==> src/rtl/multiplier_pkg.sv <==
// Types shared by the Montgomery multiplier family of blocks.
package multiplier_pkg;

  typedef enum logic [1:0] {
    IDLE    = 2'd0,
    SHIFT_X = 2'd1,
    SHIFT_Z = 2'd2,
    DONE    = 2'd3
  } enc_state_t;

endpackage

==> src/rtl/params_pkg.sv <==
// Shared arithmetic parameters for the Montgomery datapath blocks.
// Operand width plus the fixed modulus constants used by the reduction core.
package params_pkg;

  localparam int DATA_LENGTH = 64;

  localparam logic [DATA_LENGTH-1:0] MODULUS        = 64'h0000_0000_007F_E001;
  localparam int                     MODULUS_LENGTH = 23;

  // Newton iteration for MODULUS^-1 mod 2^DATA_LENGTH; each pass doubles the
  // number of correct low bits, starting from 3 for any odd modulus.
  function automatic logic [DATA_LENGTH-1:0] mod_inverse(input logic [DATA_LENGTH-1:0] m);
    logic [DATA_LENGTH-1:0] inv;
    inv = m;
    for (int i = 0; i < 5; i++) begin
      inv = inv * (DATA_LENGTH'(2) - m * inv);
    end
    return inv;
  endfunction

  localparam logic [DATA_LENGTH-1:0] MOD_INV = mod_inverse(MODULUS);

endpackage

==> src/rtl/mod_double_step.sv <==
// One restoring-division step: next = (2r + in_bit) reduced once by m.
// Correct whenever r < m on entry, which keeps the result below m.
module mod_double_step #(
  parameter int DATA_LENGTH = params_pkg::DATA_LENGTH
) (
  input  logic [DATA_LENGTH:0]   r,
  input  logic                   in_bit,
  input  logic [DATA_LENGTH-1:0] m,
  output logic [DATA_LENGTH:0]   r_next
);

  localparam int RW = DATA_LENGTH + 1;
  localparam int TW = DATA_LENGTH + 2;

  logic [TW-1:0] t;
  logic [TW-1:0] m_ext;

  // One extra bit of headroom so 2r+b never wraps, even for r near 2^DATA_LENGTH.
  always_comb begin
    t      = {r, in_bit};
    m_ext  = {2'b00, m};
    r_next = (t >= m_ext) ? RW'(t - m_ext) : RW'(t);
  end

endmodule

==> src/rtl/montgomery_domain_enc.sv <==
// Montgomery-domain encoder: result = x * 2^k mod m by bit-serial long division.
// Fixed latency of DATA_LENGTH + k + 1 cycles from the accepted start edge.
//
// state   | meaning
// IDLE    | waiting for start_i; result_o holds the last answer
// SHIFT_X | shifting operand bits into the remainder, MSB first
// SHIFT_Z | shifting k zero bits (the 2^k factor)
// DONE    | publish result with a one-cycle valid_o pulse
module montgomery_domain_enc
  import multiplier_pkg::*;
#(
  parameter int DATA_LENGTH = params_pkg::DATA_LENGTH
) (
  input  logic                   clk_i,
  input  logic                   rst_ni,
  input  logic                   start_i,
  input  logic [DATA_LENGTH-1:0] x_i,
  input  logic [DATA_LENGTH-1:0] m_i,
  input  logic [DATA_LENGTH-1:0] m_bl_i,
  output logic [DATA_LENGTH-1:0] result_o,
  output logic                   valid_o,
  output logic                   busy_o,
  output logic                   err_o
);

  localparam int                     CW   = $clog2(DATA_LENGTH);
  localparam logic [DATA_LENGTH-1:0] DL_W = DATA_LENGTH'(DATA_LENGTH);
  localparam logic [CW-1:0]          CNT_TOP = CW'(DATA_LENGTH - 1);

  enc_state_t             state_q;
  logic [DATA_LENGTH-1:0] x_q;
  logic [DATA_LENGTH-1:0] m_q;
  logic [CW-1:0]          k_last_q;
  logic [CW-1:0]          cnt_q;
  logic [DATA_LENGTH:0]   r_q;
  logic                   err_q;

  logic                   illegal;
  logic                   step_bit;
  logic [DATA_LENGTH:0]   r_next;

  always_comb begin
    illegal  = (m_i == '0) || (m_bl_i == '0) || (m_bl_i > DL_W);
    step_bit = (state_q == SHIFT_X) ? x_q[cnt_q] : 1'b0;
  end

  mod_double_step #(
    .DATA_LENGTH(DATA_LENGTH)
  ) u_step (
    .r      (r_q),
    .in_bit (step_bit),
    .m      (m_q),
    .r_next (r_next)
  );

  always_ff @(posedge clk_i or negedge rst_ni) begin
    if (!rst_ni) begin
      state_q  <= IDLE;
      x_q      <= '0;
      m_q      <= '0;
      k_last_q <= '0;
      cnt_q    <= '0;
      r_q      <= '0;
      err_q    <= 1'b0;
      result_o <= '0;
      valid_o  <= 1'b0;
      busy_o   <= 1'b0;
      err_o    <= 1'b0;
    end else begin
      valid_o <= 1'b0;
      err_o   <= 1'b0;
      case (state_q)
        IDLE: begin
          if (start_i) begin
            x_q      <= x_i;
            m_q      <= m_i;
            // k = DATA_LENGTH wraps to zero in CW bits, so k-1 lands on CNT_TOP.
            k_last_q <= m_bl_i[CW-1:0] - CW'(1);
            cnt_q    <= CNT_TOP;
            r_q      <= '0;
            busy_o   <= 1'b1;
            err_q    <= illegal;
            state_q  <= illegal ? DONE : SHIFT_X;
          end
        end
        SHIFT_X: begin
          r_q <= r_next;
          if (cnt_q == '0) begin
            cnt_q   <= k_last_q;
            state_q <= SHIFT_Z;
          end else begin
            cnt_q <= cnt_q - CW'(1);
          end
        end
        SHIFT_Z: begin
          r_q <= r_next;
          if (cnt_q == '0) begin
            state_q <= DONE;
          end else begin
            cnt_q <= cnt_q - CW'(1);
          end
        end
        DONE: begin
          result_o <= err_q ? '0 : r_q[DATA_LENGTH-1:0];
          valid_o  <= 1'b1;
          err_o    <= err_q;
          busy_o   <= 1'b0;
          state_q  <= IDLE;
        end
        default: begin
          state_q <= IDLE;
          busy_o  <= 1'b0;
        end
      endcase
    end
  end

endmodule

==> config.mk <==
export PLATFORM = sky130hd
export DESIGN_NAME = montgomery_domain_enc
export DESIGN_NICKNAME = d
export VERILOG_FILES = /design/src/rtl/multiplier_pkg.sv /design/src/rtl/params_pkg.sv /design/src/rtl/mod_double_step.sv /design/src/rtl/montgomery_domain_enc.sv
export SDC_FILE = /design/constraint.sdc
export NUM_CORES = 1
export LEC_CHECK = 0
export ABC_AREA = 1
export CAP_MARGIN = 20
export CORE_MARGIN = 2
export CORE_UTILIZATION = 50
export DETAILED_ROUTE_END_ITERATION = 8
export PLACE_DENSITY = 0.77
export SYNTH_ARGS = -nofsm -noshare
export SYNTH_HDL_FRONTEND = slang
export SYNTH_SLANG_ARGS = --single-unit
==> constraint.sdc <==
create_clock -name clk_i -period 4.1 [get_ports clk_i]
set_clock_uncertainty 0.1 [all_clocks]
set_input_delay 0.615 -clock clk_i [delete_from_list [all_inputs] [get_ports clk_i]]
set_output_delay 0.615 -clock clk_i [all_outputs]
set_load 0.02 [all_outputs]
==> flow_summary.json <==
{
  "status": "finished, final reports clean",
  "end_kind": "flop",
  "synth_seq_cells": 275,
  "grt_remaining_overflow": 0,
  "synth_top_area_share_pct": 36.45,
  "final_core_util_pct": 61.55,
  "layout-drive-gt1-share_pct": 3.676,
  "cp.required_ns": 4.45,
  "syn-cell-area_um2": 18880,
  "p_leak_nw": 12.26,
  "reg2reg_setup_slack_ns": 0.40,
  "placed_cell_area_um2": 22000,
  "tightest_slew_ns": 0.9820,
  "coreArea_um2": 37400,
  "fin_crit_sh_pct": 90.29,
  "critPathMaxStageDelay_ns": 0.47,
  "drtAntennaViolNets": 0,
  "crit_buf_inv": 3,
  "detailed_place_hpwl_um": 46440,
  "grt_first_pass_wirelength_um": 95720,
  "synth_cell_type_count": 41,
  "async_flop_share_pct": 100.0,
  "layout.cells.non_filler": 3721,
  "grt_use_total_pct": 30.66,
  "seq_power_share_pct": 31.1,
  "path_depth": 24,
  "yosys-top-cells-count": "nand2_1, inv_1, dfrtp_1",
  "grt_max_degree": 137,
  "fin_setup_tns_ns": 0,
  "drv_slew": 0,
  "switching_power_mw": 5.436,
  "num_antenna_cells": 0,
  "hold_violations": 0,
  "cts_num_sinks": 275,
  "syn-mean-instance-area_um2": 6.366,
  "drv_cap": 0,
  "yosysWarnings": 0,
  "cp_top_family": "simple AND/OR/NAND/NOR gates",
  "synthesis.instances": 2966,
  "worstPathArrival_ns": 4.05,
  "dr_total_vias": 19020,
  "start_util_pct": 50.49,
  "crit_type": "flop to flop",
  "nets": 3454,
  "whs_ns": 0.3767,
  "dp_cells": 3664,
  "hold_path_end": "x_q[13]",
  "combPwrFrac_pct": 47.3,
  "cts.clk_slew.worst_paths_ns": 0.06,
  "drt-total-wl_um": 59640,
  "finalPower_mw": 12.24,
  "cp_max_fo": 7,
  "switching_share_pct": 44.41,
  "worstHoldPathCells": 2,
  "drc": 0,
  "synth_most_common_cell": "nand2_1",
  "max_freq_mhz": 270.1,
  "min-delay-start": "x_q[13]",
  "post-place-ws_ns": 0.2471,
  "r2r-start": "cnt_q[2]",
  "cts_buffer_depth": 3,
  "grt_antenna_before_repair": 0,
  "stdcell_area_um2": 23020,
  "setup_viol_count_final": 0,
  "area.growth.synth_to_final_pct": 21.91,
  "grt_pass1_vias": 18440,
  "synth_fp_nets": 3233,
  "path_common_cell": "nand2_1",
  "cts_root_buffer": "clkbuf_16",
  "ioPinCount": 262,
  "port_buffers": 261,
  "numCtsBuffers": 30,
  "rr_endpoint": "r_q[40]",
  "synth_top_cell_by_area": "dfrtp_1",
  "hold_class": "flop to flop",
  "viasPerCell": 5.112,
  "clk_latency_ns": 0.58,
  "maxSlewHeadroom_pct": 34.54,
  "p_clk_share_pct": 21.6,
  "ys_seq_area_share_pct": 36.45,
  "dieWidth_um": 198.3,
  "synth.area.top_cells": "dfrtp_1, nand2_1, inv_1, o21ai_0, ha_1",
  "die_y_um": 198.3,
  "dieArea_um2": 39330,
  "postCtsSetupBuffers": 0,
  "setup_ws_ns": 0.3980,
  "htreeDepth": 1,
  "wl_per_cell_um": 16.03,
  "cts_tree": "yes",
  "max-vdd-ir-drop_mv": 0.3482,
  "rsz0062_at_grt": "false",
  "reg2regPathDepth": 24,
  "startpoint_type": "flop",
  "p_per_area_nw_per_um2": 531.8,
  "intPower_mw": 6.805,
  "place.gp.congestion": 0.9891,
  "synth_edf_count": 0,
  "rows": 71,
  "period_needed_ns": 3.702,
  "drtIter0Drc": 1088,
  "synth-main-ff-cell": "dfrtp_1",
  "crit_slowest_cell": "dfrtp_2",
  "worstPathCellList": "inv_1, nor2_1, inv_1, a21oi_1, nor2_1, nand2_1, nand3_1, nand2_1, nand2_1, ha_1, inv_1, fa_1, nand2_1, nand3_1, nand3_1, nand2_1, nand2_1, nand3_1, nand2_1, nand2_1, xnor2_1, nand2_1, nand3_1, nand2_1",
  "drt-pass1-iter-count": 7
}
## placed cells by master, fill, tap and decap left out, drive strengths merged, types with 2 or more instances in the layout
cell	instances
a21oi	57
a22oi	4
and2	6
buf	28
clkbuf	48
clkdlybuf4s50	260
clkinv	8
dfrtp	275
ha	71
inv	525
nand2	1201
nand3	140
nand3b	13
nand4	81
nor2	193
nor3	19
nor4	22
o211ai	2
o21ai	191
o21bai	8
or2	5
xnor2	41
xor2	3
## worst register-to-register path, stage by stage (launching register included)
cell	delay, ns
dfrtp_2	0.47
inv_1	0.24
nor2_1	0.09
inv_1	0.12
a21oi_1	0.05
nor2_1	0.09
nand2_1	0.06
nand3_1	0.12
nand2_1	0.11
nand2_1	0.10
ha_1	0.15
inv_1	0.09
fa_1	0.44
nand2_1	0.10
nand3_1	0.07
nand3_1	0.08
nand2_1	0.11
nand2_1	0.08
nand3_1	0.26
nand2_1	0.14
nand2_1	0.14
xnor2_1	0.18
nand2_1	0.07
nand3_1	0.07
nand2_1	0.05
## state kept, by name (all words and copies together), names as in the netlist, 2 cells and up
register  count
cnt_q         6
k_last_q      6
m_q          64
r_q          65
result_o     64
state_q       2
x_q          64
## power by group through the flow
stage | Combinational, mW | Sequential [mW] | Clock [mW]
2_1_floorplan | 4.00 | 3.71 | 0
3_3_place_gp | 5.63 | 3.83 | 0
3_5_place_dp | 5.71 | 3.84 | 0
4_1_cts | 5.75 | 3.80 | 2.68
5_1_grt | 6.51 | 3.88 | 2.81
6_report | 5.78 | 3.81 | 2.65
## logic make-up after synthesis
kind of cell | count (synthesis) | share of synthesized area, %
fa+ha+maj | 72 | 4.811
simple gates | 1681 | 36.52
buf+inv | 627 | 12.78
compound gates | 267 | 7.408
flops | 275 | 36.45
xor+xnor | 44 | 2.041
## worst max-delay path by stage
stage               startpoint  slack, ns  endpoint
floorplan             cnt_q[0]       0.72   r_q[10]
global placement      cnt_q[2]       0.41   r_q[57]
detailed placement    cnt_q[2]       0.25   r_q[50]
CTS                   cnt_q[2]       0.21   r_q[14]
global route          cnt_q[0]      0.009   r_q[40]
finish                cnt_q[2]       0.40   r_q[40]
## area by class of cell
class	instances	area [um^2]
clock inverters	7	63.81
fillers	3625	14380
well taps	511	639.4
flip-flops and latches	275	6884
repair buffers	289	2945
clock buffers	48	899.6
multi-input cells	2064	9605
inverters	527	1981
## metal layers
metal	routed length (um)	part of all wire, %	vias up	GRT usage [%]
met2	27980	47	519	51.60
met5	0	0	-	0
met1	27520	46	8903	43.22
met3	3043	5.1	71	2.862
met4	1107	1.9	0	5.848
li1	-	-	9528	-
## timing repair
| item | in CTS | in global routing |
|---|---|---|
| gates resized for setup | 0 | 6 |
| endpoints found under the setup margin | 0 | 48 |
| hold endpoints to repair | 26 | 0 |
| hold buffers | 1 | 0 |
Power figures use the tool's default switching activity.
